**src/rtl/ram_arb_pkg.sv**
```systemverilog
// ram_arb_pkg: shared types and round-robin pick helper for the RAM arbiter
package ram_arb_pkg;
  localparam int MAX_REQ = 8;
  typedef enum logic {IDLE, CLEAR} arb_state_e;
  // Bits of req at or above the real requester count are zero, so scanning modulo MAX_REQ
  // finds the same winner as scanning modulo the real count.
  function automatic logic [MAX_REQ-1:0] rr_pick(input logic [MAX_REQ-1:0] req, input logic [2:0] ptr);
    logic [MAX_REQ-1:0] g;
    logic found;
    logic [2:0] idx;
    g = '0;
    found = 1'b0;
    for (int k = 0; k < MAX_REQ; k++) begin
      idx = ptr + 3'(k);
      if (!found && req[idx]) begin
        g[idx] = 1'b1;
        found = 1'b1;
      end
    end
    return g;
  endfunction
endpackage

```
**src/rtl/rr_arbiter.sv**
```systemverilog
// rr_arbiter: round-robin grant with a pointer that moves past the winner when advance is set
module rr_arbiter import ram_arb_pkg::*; #(
  parameter int N = 2
) (
  input  logic         clk,
  input  logic         rst_n,
  input  logic [N-1:0] req,
  input  logic         advance,
  output logic [N-1:0] gnt
);
  logic [2:0] ptr_q, ptr_d, idx;
  logic [MAX_REQ-1:0] pick;
  logic unused_pick;
  assign pick = rr_pick(MAX_REQ'(req), ptr_q);
  assign gnt = pick[N-1:0];
  assign unused_pick = ^pick;
  // next pointer is one past the granted index, wrapping at N
  always_comb begin
    idx = '0;
    for (int k = 0; k < N; k++) idx = gnt[k] ? 3'(k) : idx;
    ptr_d = (advance && |gnt) ? ((idx == 3'(N - 1)) ? 3'd0 : idx + 3'd1) : ptr_q;
  end
  // pointer register, requester 0 first after reset
  always_ff @(posedge clk) ptr_q <= !rst_n ? 3'd0 : ptr_d;
endmodule

```
**src/rtl/ram_1w_1rs_arbiter.sv**
```systemverilog
// ram_1w_1rs_arbiter: shares a 1W/1R sync RAM among requesters with a zero-fill sequencer; RAM_ARB_PERF_EN adds stall_cnt
module ram_1w_1rs_arbiter import ram_arb_pkg::*; #(
  parameter int NUM_REQ = 2,
  parameter int ADDR_W  = 5,
  parameter int DATA_W  = 32,
  parameter int MASK_W  = 1
) (
  input  logic                      clk,
  input  logic                      rst_n,
  input  logic [NUM_REQ-1:0]        wr_valid,
  output logic [NUM_REQ-1:0]        wr_ready,
  input  logic [NUM_REQ*ADDR_W-1:0] wr_addr,
  input  logic [NUM_REQ*DATA_W-1:0] wr_data,
  input  logic [NUM_REQ*MASK_W-1:0] wr_mask,
  input  logic [NUM_REQ-1:0]        rd_valid,
  output logic [NUM_REQ-1:0]        rd_ready,
  input  logic [NUM_REQ*ADDR_W-1:0] rd_addr,
  output logic [NUM_REQ-1:0]        rsp_valid,
  output logic [DATA_W-1:0]         rsp_data,
  input  logic                      clr_start,
  output logic                      clr_busy,
`ifdef RAM_ARB_PERF_EN
  output logic [NUM_REQ*16-1:0]     stall_cnt,
`endif
  output logic                      ram_wr_en,
  output logic [MASK_W-1:0]         ram_wr_mask,
  output logic [ADDR_W-1:0]         ram_wr_addr,
  output logic [DATA_W-1:0]         ram_wr_data,
  output logic                      ram_rd_en,
  output logic [ADDR_W-1:0]         ram_rd_addr,
  input  logic [DATA_W-1:0]         ram_rd_data
);
  arb_state_e state_q, state_d;
  logic [ADDR_W-1:0] cnt_q, cnt_d, wa, ra;
  logic [NUM_REQ-1:0] rsp_q, wreq, rreq, wgnt, rgnt;
  logic [DATA_W-1:0] wd;
  logic [MASK_W-1:0] wm;
  logic open, clr, coll, rd_go;
  // requests only compete out of reset and outside a clear, so ram_* stay 0 in reset
  assign open = rst_n && state_q == IDLE;
  assign clr = rst_n && state_q == CLEAR;
  assign wreq = open ? wr_valid : '0;
  assign rreq = open ? rd_valid : '0;
  rr_arbiter #(.N(NUM_REQ)) u_wr_arb (.clk(clk), .rst_n(rst_n), .req(wreq), .advance(1'b1), .gnt(wgnt));
  rr_arbiter #(.N(NUM_REQ)) u_rd_arb (.clk(clk), .rst_n(rst_n), .req(rreq), .advance(!coll), .gnt(rgnt));
  // one-hot payload select for the granted writer and reader
  always_comb begin
    wa = '0;
    wd = '0;
    wm = '0;
    ra = '0;
    for (int i = 0; i < NUM_REQ; i++) begin
      wa |= wgnt[i] ? wr_addr[i*ADDR_W +: ADDR_W] : '0;
      wd |= wgnt[i] ? wr_data[i*DATA_W +: DATA_W] : '0;
      wm |= wgnt[i] ? wr_mask[i*MASK_W +: MASK_W] : '0;
      ra |= rgnt[i] ? rd_addr[i*ADDR_W +: ADDR_W] : '0;
    end
  end
  // same-address read is held back one cycle since the RAM has no read-under-write rule
  assign coll = |wgnt && |rgnt && wa == ra;
  assign rd_go = |rgnt && !coll;
  assign wr_ready = wgnt;
  assign rd_ready = coll ? '0 : rgnt;
  assign ram_wr_en = clr || |wgnt;
  assign ram_wr_mask = clr ? '1 : wm;
  assign ram_wr_addr = clr ? cnt_q : wa;
  assign ram_wr_data = clr ? '0 : wd;
  assign ram_rd_en = rd_go;
  assign ram_rd_addr = rd_go ? ra : '0;
  assign rsp_valid = rsp_q;
  assign rsp_data = ram_rd_data;
  assign clr_busy = state_q == CLEAR;
  // clear walks every address once and returns to IDLE after the last one
  always_comb begin
    state_d = state_q == IDLE ? (clr_start ? CLEAR : IDLE) : (&cnt_q ? IDLE : CLEAR);
    cnt_d = state_q == CLEAR ? cnt_q + ADDR_W'(1) : '0;
  end
  // FSM, clear counter and response tag registers
  always_ff @(posedge clk) begin
    if (!rst_n) begin
      state_q <= IDLE;
      cnt_q <= '0;
      rsp_q <= '0;
    end else begin
      state_q <= state_d;
      cnt_q <= cnt_d;
      rsp_q <= rd_ready;
    end
  end
`ifdef RAM_ARB_PERF_EN
  logic [NUM_REQ*16-1:0] stall_q, stall_d;
  logic [16:0] sum;
  // saturating per-requester count of stalled read and write requests
  always_comb begin
    stall_d = stall_q;
    sum = '0;
    for (int i = 0; i < NUM_REQ; i++) begin
      sum = {1'b0, stall_q[i*16 +: 16]} + 17'(wr_valid[i] & ~wr_ready[i]) + 17'(rd_valid[i] & ~rd_ready[i]);
      stall_d[i*16 +: 16] = sum[16] ? 16'hFFFF : sum[15:0];
    end
  end
  // stall counter registers
  always_ff @(posedge clk) stall_q <= !rst_n ? '0 : stall_d;
  assign stall_cnt = stall_q;
`endif
endmodule

```
**config.mk**
```make
export PLATFORM = sky130hd
export DESIGN_NAME = ram_1w_1rs_arbiter
export DESIGN_NICKNAME = d
export VERILOG_FILES = /design/src/rtl/ram_arb_pkg.sv /design/src/rtl/rr_arbiter.sv /design/src/rtl/ram_1w_1rs_arbiter.sv
export SDC_FILE = /design/constraint.sdc
export NUM_CORES = 1
export LEC_CHECK = 0
export ABC_AREA = 1
export CAP_MARGIN = 20
export CORE_MARGIN = 5
export CORE_UTILIZATION = 23
export CTS_CLUSTER_DIAMETER = 80
export DETAILED_ROUTE_END_ITERATION = 10
export PLACE_DENSITY_LB_ADDON = 0.12
export SYNTH_ARGS = -nofsm -noshare
export SYNTH_HDL_FRONTEND = slang
export SYNTH_HIERARCHICAL = 1
export SYNTH_SLANG_ARGS = --single-unit
```
**constraint.sdc**
```tcl
create_clock -name clk -period 2.1 [get_ports clk]
set_clock_uncertainty 0.2 [all_clocks]
set_input_delay 0.21 -clock clk [delete_from_list [all_inputs] [get_ports clk]]
set_output_delay 0.21 -clock clk [all_outputs]
set_load 0.01 [all_outputs]
```
**Word-level counts from Yosys, hierarchy flattened**

Index checks and enable logic that the tools add are counted.

- Div/mod/pow operators: 0
- Bitwise logic cells: 19
- $add $sub $neg: 17
- Mux-type cells: 116
- Shift operators: 0
- Equality and inequality tests: 3
- Multipliers: 0
- Reductions and logical operators: 55
- Order comparisons: 32

Operator list:

| kind | number |
|---|---|
| $mux 32 | 3 |
| $lt 3x4->1 const B | 16 |
| $mux 1 | 54 |
| $bmux 1 s3 | 16 |
| $demux 1 s3 | 16 |
| $ge 3x1->1 const B | 16 |
| $mux 2 | 19 |
| $logic_and 1x1->1 | 35 |
| $or 32x32->32 | 1 |
| $mux 5 | 6 |
| $or 2x2->2 | 14 |
| $add 3x3->3 const B | 8 |
| $logic_not 1->1 | 15 |
| $add 3x1->3 const B | 4 |
| $add 3x2->3 const B | 4 |
| $or 5x5->5 | 2 |
| $eq 3x1->1 const B | 2 |
| $mux 3 | 2 |
| $add 5x1->5 const B | 1 |
| $eq 5x5->1 | 1 |
| $reduce_and 5->1 | 1 |
| $reduce_or 2->1 | 2 |
| $reduce_and 2->1 | 1 |
| $logic_or 1x1->1 | 1 |
| other kinds (2) | 2 |

- Output and inout bits: 84
- Register bits after elaboration: 14
- Bits of input ports: 125
- Word-level logic and storage cells: 247
- RAM bits: 0
- Bits in latches: 0
- Memories kept: 0
- Memory bits (read-only): 0

**Logic depth before layout (Yosys ltp)**

- Depth after elaboration: 34
- Mapped depth: 15
- Depth with buffers taken out: 14

**By module**

Netlist, hierarchy kept.

By module, submodules not included:

| module | seq. area each (um^2) | times used | area each (um^2) | cells an instance |
|---|---|---|---|---|
| ram_1w_1rs_arbiter | 160.2 | 1 | 1393.8 | 265 |
| rr_arbiter | 20.0 | 2 | 63.8 | 9 |

**Worst setup path after synthesis**

OpenSTA, ideal clock, no wires.

- Kind: register to output
- From: register state_q, in the netlist clr_busy
- To: output port ram_rd_addr[0]
- Data required time: 1.690 ns
- Stages on the path, launching flop included: 12
- Data arrival time: 2.184 ns
- Setup slack: -0.494 ns
- Path buffers: 1
- Cell sequence: dfxtp_1 > or2_2 > nor2_1 > a21boi_0 > buf_4 > nor2_1 > a21oi_2 > nand2_1 > nor2_2 > nand3_4 > nand2_4 > nor2_2

- Cells in the longest elaborated chain, start to end: 34
- Elaborated cells between the ends (all ways): 122
- Those cells by class: 1 x eq/ne; 69 x mux; 17 x bitwise; 35 x reduce/logical

RTL lines:

| what | line | source |
|---|---|---|
| start, declared | ram_1w_1rs_arbiter.sv:33 | `arb_state_e state_q, state_d;` |
| start signal, assigned | ram_1w_1rs_arbiter.sv:85 | `state_q <= state_d;` |
| $not 1->1 (*) | -- |  |
| $logic_and 1x1->1 (*) | ram_1w_1rs_arbiter.sv:40 | `assign open = rst_n && state_q == IDLE;` |
| $mux 2 (*) | ram_1w_1rs_arbiter.sv:42 | `assign wreq = open ? wr_valid : '0;` |
| net wreq[0] | ram_1w_1rs_arbiter.sv:35 | `logic [NUM_REQ-1:0] rsp_q, wreq, rreq, wgnt, rgnt;` |
| $bmux 1 s3 | ram_arb_pkg.sv:15 | `if (!found && req[idx]) begin` |
| $mux 1 (implied by the code) | ram_arb_pkg.sv:15 |  |
| $mux 1 | ram_arb_pkg.sv:15 |  |
| $logic_not 1->1 | ram_arb_pkg.sv:15 |  |
| [... 20 more ...] | -- |  |
| net wr_ready[0] | ram_1w_1rs_arbiter.sv:11 | `output logic [NUM_REQ-1:0] wr_ready,` |
| $mux 5 | ram_1w_1rs_arbiter.sv:53 | `wa \|= wgnt[i] ? wr_addr[i*ADDR_W +: ADDR_W] : '0;` |
| $or 5x5->5 | ram_1w_1rs_arbiter.sv:53 |  |
| $eq 5x5->1 | ram_1w_1rs_arbiter.sv:60 | `assign coll = \|wgnt && \|rgnt && wa == ra;` |
| $logic_and 1x1->1 (*) | ram_1w_1rs_arbiter.sv:60 |  |
| $logic_not 1->1 (*) | ram_1w_1rs_arbiter.sv:61 | `assign rd_go = \|rgnt && !coll;` |
| $logic_and 1x1->1 (*) | ram_1w_1rs_arbiter.sv:61 |  |
| $mux 5 (*) | ram_1w_1rs_arbiter.sv:69 | `assign ram_rd_addr = rd_go ? ra : '0;` |
| end, declared | ram_1w_1rs_arbiter.sv:30 | `output logic [ADDR_W-1:0] ram_rd_addr,` |

Mark *: on every way through the listed nets, which the timed path passes. The rest lies on a longest branch. The select of a mux whose other input is x is not followed.

**Worst setup path after layout**

- From: register state_q, in the netlist clr_busy
- To: output port ram_rd_addr[1]

- Cells in the longest elaborated chain, start to end: 34
- Elaborated cells between the ends (all ways): 122
- Those cells by class: 1 x eq/ne; 69 x mux; 17 x bitwise; 35 x reduce/logical

RTL lines:

| what | line |
|---|---|
| $not 1->1 (*) | -- |
| $logic_and 1x1->1 (*) | ram_1w_1rs_arbiter.sv:40 |
| $mux 2 (*) | ram_1w_1rs_arbiter.sv:42 |
| net wreq[0] | ram_1w_1rs_arbiter.sv:35 |
| $bmux 1 s3 | ram_arb_pkg.sv:15 |
| $mux 1 (implied by the code) | ram_arb_pkg.sv:15 |
| $mux 1 | ram_arb_pkg.sv:15 |
| $logic_not 1->1 | ram_arb_pkg.sv:15 |
| [... 19 more ...] | -- |
| $mux 2 (*) | ram_arb_pkg.sv:15 |
| $mux 5 | ram_1w_1rs_arbiter.sv:53 |
| $or 5x5->5 | ram_1w_1rs_arbiter.sv:53 |
| $eq 5x5->1 | ram_1w_1rs_arbiter.sv:60 |
| $logic_and 1x1->1 (*) | ram_1w_1rs_arbiter.sv:60 |
| $logic_not 1->1 (*) | ram_1w_1rs_arbiter.sv:61 |
| $logic_and 1x1->1 (*) | ram_1w_1rs_arbiter.sv:61 |
| $mux 5 (*) | ram_1w_1rs_arbiter.sv:69 |

Marks and branches as above.

==> impl_metrics.py <==
metrics = {
    "synthesis": {
        "largest_area_contributor_in_the_synthesized_netlist": "sky130_fd_sc_hd__nand2_1",
        "synth_most_common_cell": "sky130_fd_sc_hd__nand2_1",
        "top_cells_by_count_synth": "sky130_fd_sc_hd__nand2_1, sky130_fd_sc_hd__a21oi_1, sky130_fd_sc_hd__buf_4, sky130_fd_sc_hd__inv_1, sky130_fd_sc_hd__nor2_1",
        "synth_top_cell_area_share_pct": 28.6,
        "yosys_warnings": 6,
        "synth-edff-count": 0,
        "ys_async_sr_fraction_pct": 0,
        "mappedNetlistArea_um2": 1520,
        "synth.lib_cells_used.distinct": 24,
        "synth.area.top_cells": "sky130_fd_sc_hd__nand2_1, sky130_fd_sc_hd__buf_4, sky130_fd_sc_hd__dfxtp_1",
        "synth_flop_cell": "sky130_fd_sc_hd__dfxtp_1",
        "synth_seq_cells": 10,
        "seq_area_frac_synth_pct": 13.2,
        "synthesis.area_per_instance_um2": 5.38,
        "postSynthCellCount": 283,
    },
    "global_routing": {
        "largest_net_degree_at_the_start_of_global_routing": 25,
        "global_route.overflow_total": 0,
        "first_pass_grt_wire_length_mm": 11.5,
        "first_global_vias": 2320,
        "grt_util_all_layers_pct": 16.7,
        "grt_antenna_before_repair": 0,
    },
    "sta": {
        "grt_setup_unrepaired": "yes",
        "max_freq_mhz": 369,
        "finalSetupTns_ps": -17450,
        "number_of_max_slew_violations_in_the_final_report": 0,
        "setup-violations-final": 52,
        "final_hold_viol_count": 0,
        "timing.final.crit_period_ps": 2710,
        "postLayoutSetupSlackWorst_ps": -609,
        "period_share_pct": 129,
    },
    "die": {
        "fp.dieW_um": 91.3,
        "top_level_ports": 209,
        "design.core.area_um2": 6390,
        "chipHeight_um": 91.3,
        "rows": 29,
        "die_area_um2": 8340,
        "floorplan.initialDensity_pct": 23.8,
    },
    "clock_network": {
        "htree_levels": 1,
        "cts.hold.buffers_added": 0,
        "clockBufferDepth": 2,
        "ctsRootBufferMaster": "sky130_fd_sc_hd__clkbuf_8",
        "cts_tree": "done",
        "cts_buffers": 3,
        "worstSkewPairLatency_ps": 240,
        "clock_sinks": 10,
        "path_clk_slew_ps": 60,
    },
    "worst_setup_path": {
        "worst_setup_path_start_kind": "register",
        "timing.critical_path.slowest_cell_delay_ps": 320,
        "cp-end-kind": "output pin",
        "timing.critical_path.cells": "or2_4 -> nor2_4 -> buf_6 -> a21boi_4 -> buf_6 -> nand2_4 -> nand2_4 -> buf_6 -> nand2_2 -> nand2_2 -> nor2_2 -> nand3_4 -> nand2_8 -> buf_6 -> nor2_2 -> buf_2",
        "cp_common_cell": "sky130_fd_sc_hd__buf_6",
        "timing.critical_path.arrival_ps": 2300,
        "crit_required_ps": 1690,
        "setup.worst_path.class": "register to output pin",
        "critPathTopFamily": "simple AND/OR/NAND/NOR gates",
        "crit_path_top_delay_cell": "sky130_fd_sc_hd__dfxtp_2",
        "critical_path.max_fanout": 6,
        "timing.critical_path.buf_inv": 5,
    },
    "min_path": {
        "worstHoldPathType": "input pin to output pin",
    },
    "finish": {
        "num-fill-cells": 639,
        "layout.nets": 584,
        "layoutNonFillerInstCount": 533,
        "diodes": 0,
        "post-route-util_pct": 56.4,
        "syn_to_final_growth_pct": 137,
        "post_route_cells_drive_above_1_share_pct": 42.1,
    },
    "placement": {
        "post_dp_hpwl_mm": 5.67,
        "placement.io_buffers": 144,
        "place.detailed.instances": 493,
        "gp_congestion": 0.800,
    },
    "run_status": {
        "violated_checks": "setup timing",
        "run_status": "finished with violations",
    },
    "power": {
        "power_per_cell_area_nw_per_um2": 350,
        "peakVddDrop_mv": 0.264,
        "total_leakage_power_nw": 1.68,
        "p_total_mw": 1.26,
    },
    "detailed_routing": {
        "num_vias": 2345,
        "avgViaCountPerCell": 4.40,
        "detail_route.iter0.violations": 48,
        "drtAntennaViolNets": 0,
        "detail_route.drc_violations": 0,
        "first_pass_drt_iterations": 4,
        "average_routed_wire_per_standard_cell_um": 14.6,
        "postRouteWirelength_mm": 7.80,
    },
    "flow_run": {
        "max_cap_viols": 0,
    },
}
## cells in the final DEF, fill, tap and decap left out, types with 9 or more instances in the layout
cell / netlist / layout
sky130_fd_sc_hd__nor2_1: 16 / 10
sky130_fd_sc_hd__a21oi_2: 3 / 13
sky130_fd_sc_hd__nand2_2: 3 / 15
sky130_fd_sc_hd__inv_1: 24 / 19
sky130_fd_sc_hd__dfxtp_1: 10 / 9
sky130_fd_sc_hd__a21oi_1: 34 / 24
sky130_fd_sc_hd__nor2_2: 8 / 10
sky130_fd_sc_hd__clkdlybuf4s50_1: 0 / 94
sky130_fd_sc_hd__buf_4: 33 / 40
sky130_fd_sc_hd__buf_6: 1 / 25
sky130_fd_sc_hd__nand2_4: 1 / 11
sky130_fd_sc_hd__nand2_1: 116 / 93
sky130_fd_sc_hd__buf_2: 0 / 39
## sequential cells by signal (all words and copies together), names as in the netlist
signal          count
clr_busy            1
cnt_q               5
rsp_valid           2
u_rd_arb/ptr_q      1
u_wr_arb/ptr_q      1
## cells by family (layout without fill, tap and decap cells)
kind of cell / after synthesis / count (layout) / share of synthesized area, %
AO/OA/AOI/OAI: 48 / 49 / 17.8
adder cells (fa/ha/maj): 2 / 2 / 1.64
buffers and inverters: 71 / 242 / 26.2
flip-flops: 10 / 10 / 13.2
other: 1 / 2 / 0.246
AND/OR/NAND/NOR: 151 / 151 / 41.0
## power breakdown
| group | total [mW] | internal [mW] | leakage [nW] | switching [mW] |
|---|---|---|---|---|
| Clock | 0.252 | 0.166 | 0.0288 | 0.0865 |
| Sequential | 0.205 | 0.199 | 0.0817 | 0.00569 |
| Combinational | 0.805 | 0.461 | 1.57 | 0.344 |
| Total | 1.26 | 0.826 | 1.68 | 0.436 |
## path summary, 6_finish.rpt
kind	startpoint	to	slack [ps]	depth (start not counted)
setup / recovery	clr_busy	ram_rd_addr[1]	-610	16
hold / removal	ram_rd_data[0]	rsp_data[0]	220	0
setup reg to reg	clr_busy	u_rd_arb/ptr_q[0]	-320	17
hold reg to reg	u_rd_arb/ptr_q[0]	u_rd_arb/ptr_q[0]	290	2
## stage by stage
stage	hold slack [ps]	instance area, um2	setup slack (ps)
CTS	220	3350	-554
detailed placement	220	3090	-1050
floorplan	132	1600	-78.1
global route	220	3600	-716
finish	220	3600	-609
global placement	220	3090	-1000
## layer usage
metal	global-route usage, %	wire (um)
met5	0	0
met4	3.67	121
met3	3.97	424
met2	32.6	4300
met1	17.9	2950
## cell type report
type                       instances  area [um2]  area share, %
clock buffer                       4        55.1           1.53
inverter                          27         101           2.81
multi-input combinational        204        1210           33.6
sequential                        10         201           5.59
tap                               77        96.3           2.68
timing repair buffer             211        1940           53.8
## repair_timing
item | in CTS | in global routing
pin swaps | 13 | 22
resized for setup | 242 | 54
setup buffers | 38 | 7
cloned | 2 | 4
setup endpoints to repair | 52 | 51
Note: power is estimated with default switching activity, not from simulation.
